**config.mk**
```make
export PLATFORM = sky130hd
export DESIGN_NAME = score_keeper
export DESIGN_NICKNAME = d
export VERILOG_FILES = /design/src/rtl/wam_pkg.sv /design/src/rtl/edge_detect.sv /design/src/rtl/score_keeper.sv
export SDC_FILE = /design/constraint.sdc
export NUM_CORES = 1
export LEC_CHECK = 0
export CAP_MARGIN = 25
export CORE_MARGIN = 2
export CORE_UTILIZATION = 40
export CTS_CLUSTER_DIAMETER = 200
export DETAILED_ROUTE_END_ITERATION = 10
export PLACE_DENSITY = 0.71
export SLEW_MARGIN = 20
export SYNTH_ARGS = -nofsm -noshare
export SYNTH_HDL_FRONTEND = slang
export SYNTH_SLANG_ARGS = --single-unit
```
**constraint.sdc**
```tcl
create_clock -name clk -period 1.7 [get_ports clk]
set_input_delay 0.51 -clock clk [delete_from_list [all_inputs] [get_ports clk]]
set_output_delay 0.51 -clock clk [all_outputs]
set_load 0.02 [all_outputs]
```
**src/rtl/wam_pkg.sv**
```systemverilog
// Shared whack-a-mole definitions: judging FSM encoding and default widths.
package wam_pkg;

  typedef enum logic [2:0] {
    ST_IDLE       = 3'd0,
    ST_WAIT_LIGHT = 3'd1,
    ST_LIT        = 3'd2,
    ST_HIT_HOLD   = 3'd3,
    ST_OVER       = 3'd4
  } state_t;

  localparam int unsigned CNT_W_DEF   = 6;
  localparam int unsigned KEY_W_DEF   = 4;
  localparam int unsigned LIVES_W_DEF = 2;

endpackage

```
**src/rtl/edge_detect.sv**
```systemverilog
// Registers a level and reports its rising and falling edges for the current cycle.
module edge_detect (
  input  logic clk,
  input  logic resetn,
  input  logic clear,
  input  logic d,
  output logic rise,
  output logic fall
);

  logic r_q;

  always_ff @(posedge clk or negedge resetn) begin
    if (!resetn) begin
      r_q <= 1'b0;
    end else if (clear) begin
      r_q <= 1'b0;
    end else begin
      r_q <= d;
    end
  end

  assign rise = d & ~r_q;
  assign fall = ~d & r_q;

endmodule

```
**src/rtl/score_keeper.sv**
```systemverilog
// Judges keypad presses against the lit mole; keeps points, flicks and lives and flags game over.
module score_keeper
  import wam_pkg::*;
#(
  parameter int unsigned CNT_W          = CNT_W_DEF,
  parameter int unsigned KEY_W          = KEY_W_DEF,
  parameter int unsigned LIVES_W        = LIVES_W_DEF,
  parameter bit          PENALIZE_EARLY = 1'b0
) (
  input  logic               clk,
  input  logic               resetn,
  input  logic               clear,
  input  logic               start_game,
  input  logic               light_on,
  input  logic [KEY_W-1:0]   light_coord,
  input  logic               valid_key,
  input  logic [KEY_W-1:0]   key,
  input  logic [CNT_W-1:0]   max_hits,
  input  logic [LIVES_W-1:0] total_lives,
  output logic [CNT_W-1:0]   total_points,
  output logic [CNT_W-1:0]   light_flicks,
  output logic [LIVES_W-1:0] lives_left,
  output logic               hit_pulse,
  output logic               miss_pulse,
  output logic               gameover
);

  localparam logic [CNT_W-1:0]   CNT_MAX = {CNT_W{1'b1}};
  localparam logic [CNT_W-1:0]   CNT_ONE = {{(CNT_W-1){1'b0}}, 1'b1};
  localparam logic [LIVES_W-1:0] LIV_ONE = {{(LIVES_W-1){1'b0}}, 1'b1};

  function automatic logic [CNT_W-1:0] sat_inc(input logic [CNT_W-1:0] v);
    return (v == CNT_MAX) ? v : v + CNT_ONE;
  endfunction

  function automatic logic [LIVES_W-1:0] sat_dec(input logic [LIVES_W-1:0] v);
    return (v == '0) ? v : v - LIV_ONE;
  endfunction

  state_t             r_state, w_state_n;
  logic [CNT_W-1:0]   r_points, w_points_n;
  logic [CNT_W-1:0]   r_flicks, w_flicks_n;
  logic [LIVES_W-1:0] r_lives, w_lives_n;
  logic [KEY_W-1:0]   r_target, w_target_n;
  logic               r_hit, w_hit_n;
  logic               r_miss, w_miss_n;
  logic               w_rise, w_fall;
  logic               w_miss, w_flick;

  edge_detect u_edge (
    .clk    (clk),
    .resetn (resetn),
    .clear  (clear),
    .d      (light_on),
    .rise   (w_rise),
    .fall   (w_fall)
  );

  always_ff @(posedge clk or negedge resetn) begin
    if (!resetn) begin
      r_state  <= ST_IDLE;
      r_points <= '0;
      r_flicks <= '0;
      r_lives  <= '0;
      r_target <= '0;
      r_hit    <= 1'b0;
      r_miss   <= 1'b0;
    end else if (clear) begin
      r_state  <= ST_IDLE;
      r_points <= '0;
      r_flicks <= '0;
      r_lives  <= '0;
      r_target <= '0;
      r_hit    <= 1'b0;
      r_miss   <= 1'b0;
    end else begin
      r_state  <= w_state_n;
      r_points <= w_points_n;
      r_flicks <= w_flicks_n;
      r_lives  <= w_lives_n;
      r_target <= w_target_n;
      r_hit    <= w_hit_n;
      r_miss   <= w_miss_n;
    end
  end

  always_comb begin
    w_state_n  = r_state;
    w_points_n = r_points;
    w_flicks_n = r_flicks;
    w_lives_n  = r_lives;
    w_target_n = r_target;
    w_hit_n    = 1'b0;
    w_miss_n   = 1'b0;
    w_miss     = 1'b0;
    w_flick    = 1'b0;

    unique case (r_state)
      ST_IDLE: begin
        if (start_game) begin
          w_lives_n = total_lives;
          w_state_n = ST_WAIT_LIGHT;
        end
      end
      ST_WAIT_LIGHT: begin
        // A key on the rise cycle belongs to neither the old nor the new light.
        if (start_game) begin
          if (w_rise) begin
            w_target_n = light_coord;
            w_state_n  = ST_LIT;
          end else if (valid_key && PENALIZE_EARLY) begin
            w_miss = 1'b1;
          end
        end
      end
      ST_LIT: begin
        if (start_game) begin
          if (valid_key) begin
            if (key == r_target) begin
              w_hit_n    = 1'b1;
              w_points_n = sat_inc(r_points);
            end else begin
              w_miss = 1'b1;
            end
            w_state_n = ST_HIT_HOLD;
          end
          if (w_fall) begin
            if (!valid_key) w_miss = 1'b1;
            w_flick = 1'b1;
          end
        end
      end
      ST_HIT_HOLD: begin
        if (start_game && w_fall) w_flick = 1'b1;
      end
      ST_OVER: begin
      end
      default: w_state_n = ST_IDLE;
    endcase

    if (w_flick) begin
      w_flicks_n = sat_inc(r_flicks);
      if ((max_hits != '0) && (w_flicks_n == max_hits)) w_state_n = ST_OVER;
      else                                              w_state_n = ST_WAIT_LIGHT;
    end

    // Running out of lives overrides whatever the flick update chose.
    if (w_miss) begin
      w_miss_n = 1'b1;
      if (total_lives != '0) begin
        w_lives_n = sat_dec(r_lives);
        if (w_lives_n == '0) w_state_n = ST_OVER;
      end
    end
  end

  assign total_points = r_points;
  assign light_flicks = r_flicks;
  assign lives_left   = r_lives;
  assign hit_pulse    = r_hit;
  assign miss_pulse   = r_miss;
  assign gameover     = (r_state == ST_OVER);

endmodule

```
Word-level counts from Yosys, hierarchy flattened
Cells that the tools add are included.

operators by class
  add/subtract/negate cells = 3
  reduce and logical (&&, ||, !) cells = 17
  eq/ne operators = 9
  bitwise operators = 4
  multiplexer cells = 49

operator list
  kind                 number
  $mux 6               9
  $mux 3               11
  $mux 1               17
  $mux 4               4
  $reduce_bool 2->1    8
  $add 6x1->6 const B  2
  $eq 6x6->1 const B   2
  $mux 2               6
  $pmux 3 s4           1
  $eq 3x2->1 const B   2
  $eq 6x6->1           1
  $reduce_bool 6->1    1
  $reduce_and 5->1     1
  $eq 4x4->1           1
  $logic_not 2->1      2
  $eq 3x1->1 const B   1
  $eq 3x3->1 const B   1
  $logic_not 3->1      1
  $reduce_and 3->1     1
  $and 1x1->1          2
  $logic_and 1x1->1    2
  $ne 2x2->1 const B   1
  $not 1->1            2
  $pmux 1 s2           1
  other kinds (2)      2

word-level totals
  word-level logic and storage cells = 90
  output and inout bits = 17
  flip-flop bits (word level) = 24

Depth between registers and ports, before layout
  word-level depth = 10
  mapped depth = 7

By module
Synthesis repeated with hierarchy kept, for this count alone.

second synthesis, totals
  cells, all modules = 155
  area total of the unflattened synthesis = 1463.9 um2

by module, submodules not included
  module        instances  cells an instance  seq. area each (um2)  area an instance (um2)
  score_keeper  1          151                575.6                 1420.1
  edge_detect   1          4                  25.0                  43.8

Worst setup path before layout
No wires, ideal clock.

  kind = register -> register
  start point = reg r_flicks[0], in the netlist light_flicks[0]
  end point = reg r_state[2]
  stages on the path, launching flop included = 7
  required time = 1580 ps
  path slack = -194 ps
  period minus slack after synthesis = 1894 ps
  arrival = 1775 ps
  path buffers = 0
  setup time = 120 ps
  cell sequence = dfrtp_1 ha_1 and3_1 nand3b_1 o21ai_0 mux2_2 a31o_1

between the ends
  cells in the longest elaborated chain, start to end = 10
  elaborated cells between the ends (all ways) = 11
  those cells by class = add/sub (1); eq/ne (2); mux (7); reduce/logical (1)

ends and longest elaborated chain
  element                                    RTL line             source
  from (decl)                                score_keeper.sv:42   logic [CNT_W-1:0] r_flicks, w_flicks_n;
  from (signal assigned)                     score_keeper.sv:79   r_flicks <= w_flicks_n;
  $add 6x1->6 or $eq 6x6->1 (tied branches)  score_keeper.sv:33   return (v == CNT_MAX) ? v : v + CNT_ONE;
  $mux 6 (*)                                 score_keeper.sv:33
  $eq 6x6->1 (*)                             score_keeper.sv:143  if ((max_hits != '0) && (w_flicks_n == max_hits)) w_state_n = ST_OVER;
  $logic_and 1x1->1 (*)                      score_keeper.sv:143
  $mux 3 (*)                                 score_keeper.sv:143
  $mux 3 (*)                                 score_keeper.sv:141  if (w_flick) begin
  $mux 3                                     score_keeper.sv:152  if (w_lives_n == '0) w_state_n = ST_OVER;
  $mux 3                                     score_keeper.sv:150  if (total_lives != '0) begin
  $mux 3 (*)                                 score_keeper.sv:148  if (w_miss) begin
  $mux 3 (*)                                 score_keeper.sv:68   end else if (clear) begin
  to (signal assigned)                       score_keeper.sv:77   r_state <= w_state_n;
  to (decl)                                  score_keeper.sv:40   state_t r_state, w_state_n;

Mark *: on every way between the ends. The rest lies on a longest branch, timed or not.
A chain may end at the register's enable or synchronous reset.

Final worst setup path
  start point = reg r_flicks[3], in the netlist light_flicks[3]
  end point = reg r_state[2]

Same word-level chain as after synthesis.

==> metrics.md <==
| Metric | Value |
|---|---|
| Outcome | `finished with violations` |
| Violations in the final reports | `setup timing` |
| Area of the placeable core | `~0.0037 mm2` |
| Critical Path Source | `light_flicks[3]$_DFFE_PN0P_` |
| Via count of the routed design | `1584` |
| Num Clock Sinks | `24` |
| Overflow left after global routing | `0` |
| Post-Route Utilization | `approximately 65%` |
| Setup violations, final | `5` |
| Power density over cell area | `499 mW/mm2` |
| Post-Place Cell Area | `0.00222 mm2` |
| Highest-delay cell along the critical path | `sky130_fd_sc_hd__dfrtp_1` |
| Detailed-route wire length | `around 4500 um` |
| Number of DRC markers in iteration 0 | `between 100 and 150` |
| Capture point of the critical path | `r_state[2]$_DFF_PN0_` |
| Most instantiated flip-flop cell in the synthesis netlist | `sky130_fd_sc_hd__dfrtp_1` |
| Routed length per instance | `15.3 um` |
| P_leak | `0.00111 uW` |
| Die outline area | `approximately 0.0044 mm2` |
| Netlist area before placement | `0.00157 mm2` |
| Max-Cap Viols | `0` |
| Iteration count of the initial detailed-routing pass | `4` |
| Pin count of the biggest net entering global routing | `25` |
| Worst slew pin tran | `about 0.32 ns` |
| Number of buffer and inverter instances along the worst setup path | `1` |
| Total global-route track usage | `21.2%` |
| Post-route setup slack | `-0.0526 ns` |
| Cell at the root of the clock tree | `sky130_fd_sc_hd__clkbuf_8` |
| Arrival time at the worst endpoint | `1.93 ns` |
| Wire length of the first global-routing pass | `7180 um` |
| # port buffers | `38` |
| Growth of design area from synthesis to finish | `55.2%` |
| Final Hold Viols | `0` |
| Cells traversed along the worst timing path | `buf_4 -> nand4_1 -> o21ai_0 -> a211oi_1 -> and4_4 -> a31o_1` |
| Mean instance size in the synthesized netlist | `between 9 and 10 um2` |
| Ys Warns | `0` |
| Number of hold buffers added after CTS | `0` |
| Required time of the critical path | `between 1.5 and 2 ns` |
| Pre-CTS setup slack | `-0.565 ns` |
| R2r worst-path depth | `6` |
| Maximum clock frequency | `roughly 0.57 GHz` |
| Time the final worst path needs with I/O delays and setup | `around 1.8 ns` |
| Fillcell total | `~290` |
| Type of the most critical hold path | `flop to flop` |
| FF-to-FF End | `r_state[2]$_DFF_PN0_` |
| Antenna Diode Count | `0` |
| Y dimension of the die | `66.6 um` |
| Largest fanout of any net on the critical path | `8` |
| Post-route DRC | `0` |
| Count of state elements after synthesis | `24` |
| Area leader, netlist | `sky130_fd_sc_hd__dfrtp_1` |
| Share of synthesized area occupied by flip-flops and latches | `38.4%` |
| Fraction of the cycle the final worst path needs | `103%` |
| Worst path top cell family by delay | `compound AO/OA/AOI/OAI gates` |
| Setup Crit Path Kind | `flop to flop` |
| Starting utilization of the core area | `a little over two fifths` |
| Vias per inst | `between 5 and 6` |
| Final GP Congestion | `around 0.85` |
| TritonCTS clock tree | `done` |
| Area share of the leading cell type in the synthesized netlist | `a little under two fifths` |
| Number of routed nets with antenna violations | `0` |
| Most repeated cell in the gate-level netlist after synthesis | `sky130_fd_sc_hd__dfrtp_1` |
| Number of buffers created by CTS | `3` |
| Worst max-slew margin expressed relative to the limit | `between 70% and 80%` |
| Nets in the synthesized netlist | `approximately 190` |
| Width of the die | `around 67 um` |
| Nature of the critical path startpoint | `flop` |
| Initial antenna violation count | `0` |
| CTS max path bufs | `2` |
| Clock latency of the later-clocked register in the worst-skew pair | `0.27 ns` |
| Reg-to-reg setup timing slack | `-0.05 ns` |
| Leading post-synthesis cells by cell area | `sky130_fd_sc_hd__dfrtp_1, sky130_fd_sc_hd__xnor2_1, sky130_fd_sc_hd__nand2_1` |
| Ratio of cells with drive above 1 in the final layout | `34.7%` |
| RSZ-0062 raised after global routing | `true` |
| Post-route cell area | `approximately 0.0024 mm2` |
| Cell count along the critical path | `6` |
| Setup Skew | `~0.0075 ns` |
| Placed wire-length estimate | `between 3000 and 4000 um` |
| Number of global-route vias before repair | `between 1500 and 2000` |
| Worst hold slack | `roughly 0.55 ns` |
| H-tree levels | `1` |
| Source of the worst register-to-register timing path | `light_flicks[3]$_DFFE_PN0P_` |
| Pins Over Slew Limit | `0` |
| Post-synth EDFFs | `0` |
| Sort of element at the end of the critical path | `flop` |
| Cell row count | `22` |
| FFs w/ async S/R, synth | `100%` |
| Ports placed on the boundary | `39` |
| Peak supply drop | `0.000494 V` |
| Delay of the slowest cell on the worst path | `0.51 ns` |
| Post-Syn Instances | `169` |
| Clock edge transition at the registers on the reported setup and hold paths | `around 0.090 ns` |
| Commonest cells in the netlist | `sky130_fd_sc_hd__dfrtp_1, sky130_fd_sc_hd__nand2_1, sky130_fd_sc_hd__nor2_1` |
| Post-synth cell types | `50` |
| Final nets | `between 200 and 300` |
[layout by cell type, fill, tap and decap left out, types with 2 or more instances in the layout]
cell type / n
sky130_fd_sc_hd__dfrtp_1: 21
sky130_fd_sc_hd__clkbuf_2: 2
sky130_fd_sc_hd__o21ai_4: 2
sky130_fd_sc_hd__inv_1: 4
sky130_fd_sc_hd__a211oi_1: 4
sky130_fd_sc_hd__and4_1: 2
sky130_fd_sc_hd__buf_2: 3
sky130_fd_sc_hd__mux2i_1: 4
sky130_fd_sc_hd__nor2_1: 12
sky130_fd_sc_hd__buf_4: 41
sky130_fd_sc_hd__and3_1: 3
sky130_fd_sc_hd__dlygate4sd2_1: 19
sky130_fd_sc_hd__nand2_1: 15
sky130_fd_sc_hd__nand3_1: 10
sky130_fd_sc_hd__xnor2_1: 7
sky130_fd_sc_hd__nor4_2: 3
sky130_fd_sc_hd__o211ai_1: 2
sky130_fd_sc_hd__a21oi_1: 10
sky130_fd_sc_hd__nor2b_2: 2
sky130_fd_sc_hd__xor2_1: 2
sky130_fd_sc_hd__and2_1: 2
sky130_fd_sc_hd__nor2b_1: 4
sky130_fd_sc_hd__nand2b_1: 6
sky130_fd_sc_hd__clkdlybuf4s50_1: 11
sky130_fd_sc_hd__dfrtp_2: 3
sky130_fd_sc_hd__mux2_2: 2
sky130_fd_sc_hd__xnor2_2: 3
sky130_fd_sc_hd__nand4_1: 3
sky130_fd_sc_hd__clkbuf_8: 4
[cells by family (layout without fill, tap and decap cells)]
| logic type | count (synthesis) | in the layout | synth area share (%) |
|---|---|---|---|
| and+or+nand+nor | 80 | 80 | 30.1 |
| AOI/OAI and AO/OA | 32 | 32 | 14.0 |
| DFF | 24 | 24 | 38.4 |
| xor gates and xnor gates | 12 | 12 | 6.71 |
| buffers and inverters | 11 | 87 | 3.84 |
| muxes | 8 | 8 | 5.44 |
| adders and majority gates | 2 | 2 | 1.60 |
[stage by stage]
stage / std cells / setup TNS [ns] / power (uW)
3_3_place_gp: 281 / -5.86 / 799
4_1_cts: 292 / -0.215 / 1210
5_1_grt: 293 / -0.770 / 1270
6_report: 293 / -0.156 / 1210
2_1_floorplan: 169 / -0.0201 / 674
3_5_place_dp: 281 / -7.18 / 807
[timing repair]
action | in CTS | in global routing
endpoints found under the setup margin | 31 | 13
pin swaps | 16 | 3
buffers inserted | 7 | 1
resized for setup | 52 | 21
[flip-flops by register name (all words and copies together), names as in the netlist]
register	cells
hit_pulse	1
light_flicks	6
lives_left	2
miss_pulse	1
r_state	3
r_target	4
total_points	6
u_edge.r_q	1
[worst min-delay path, stage by stage (launching register included)]
cell                      delay (ns)
sky130_fd_sc_hd__dfrtp_1        0.40
sky130_fd_sc_hd__nand2_1        0.06
sky130_fd_sc_hd__a21oi_1        0.06
[per-layer routing]
layer	wire, um	track usage, %
met5	0	0
met3	143	3.89
met1	1930	23.9
met2	2340	39.5
met4	82	7.14
[worst min-delay path by stage]
stage	startpoint	endpoint	slack, ns	cells after the start
4_1_cts	r_target[1]$_DFFE_PN0P_	r_target[1]$_DFFE_PN0P_	0.55	2
3_3_place_gp	r_target[3]$_DFFE_PN0P_	r_target[3]$_DFFE_PN0P_	0.52	2
6_report	r_target[1]$_DFFE_PN0P_	r_target[1]$_DFFE_PN0P_	0.55	2
3_5_place_dp	r_target[1]$_DFFE_PN0P_	r_target[1]$_DFFE_PN0P_	0.53	2
2_1_floorplan	resetn	hit_pulse$_DFF_PN0_	0.21	0
5_1_grt	r_target[1]$_DFFE_PN0P_	r_target[1]$_DFFE_PN0P_	0.56	2
[power breakdown]
group	total (uW)	switching (uW)	internal (uW)
combinational	224	103	121
clock	397	190	207
sequential	591	10.7	580
[cell type report]
type	instances	area, um2	share of cell area [%]
Inverter	4	15.0	0.618
Multi-Input combinational cell	134	1050	43.3
Timing Repair Buffer	79	643	26.5
Clock buffer	4	55.1	2.27
Sequential cell	24	604	24.9
Tap cell	48	60.1	2.47
No activity file was read; power rests on OpenSTA's default activity.
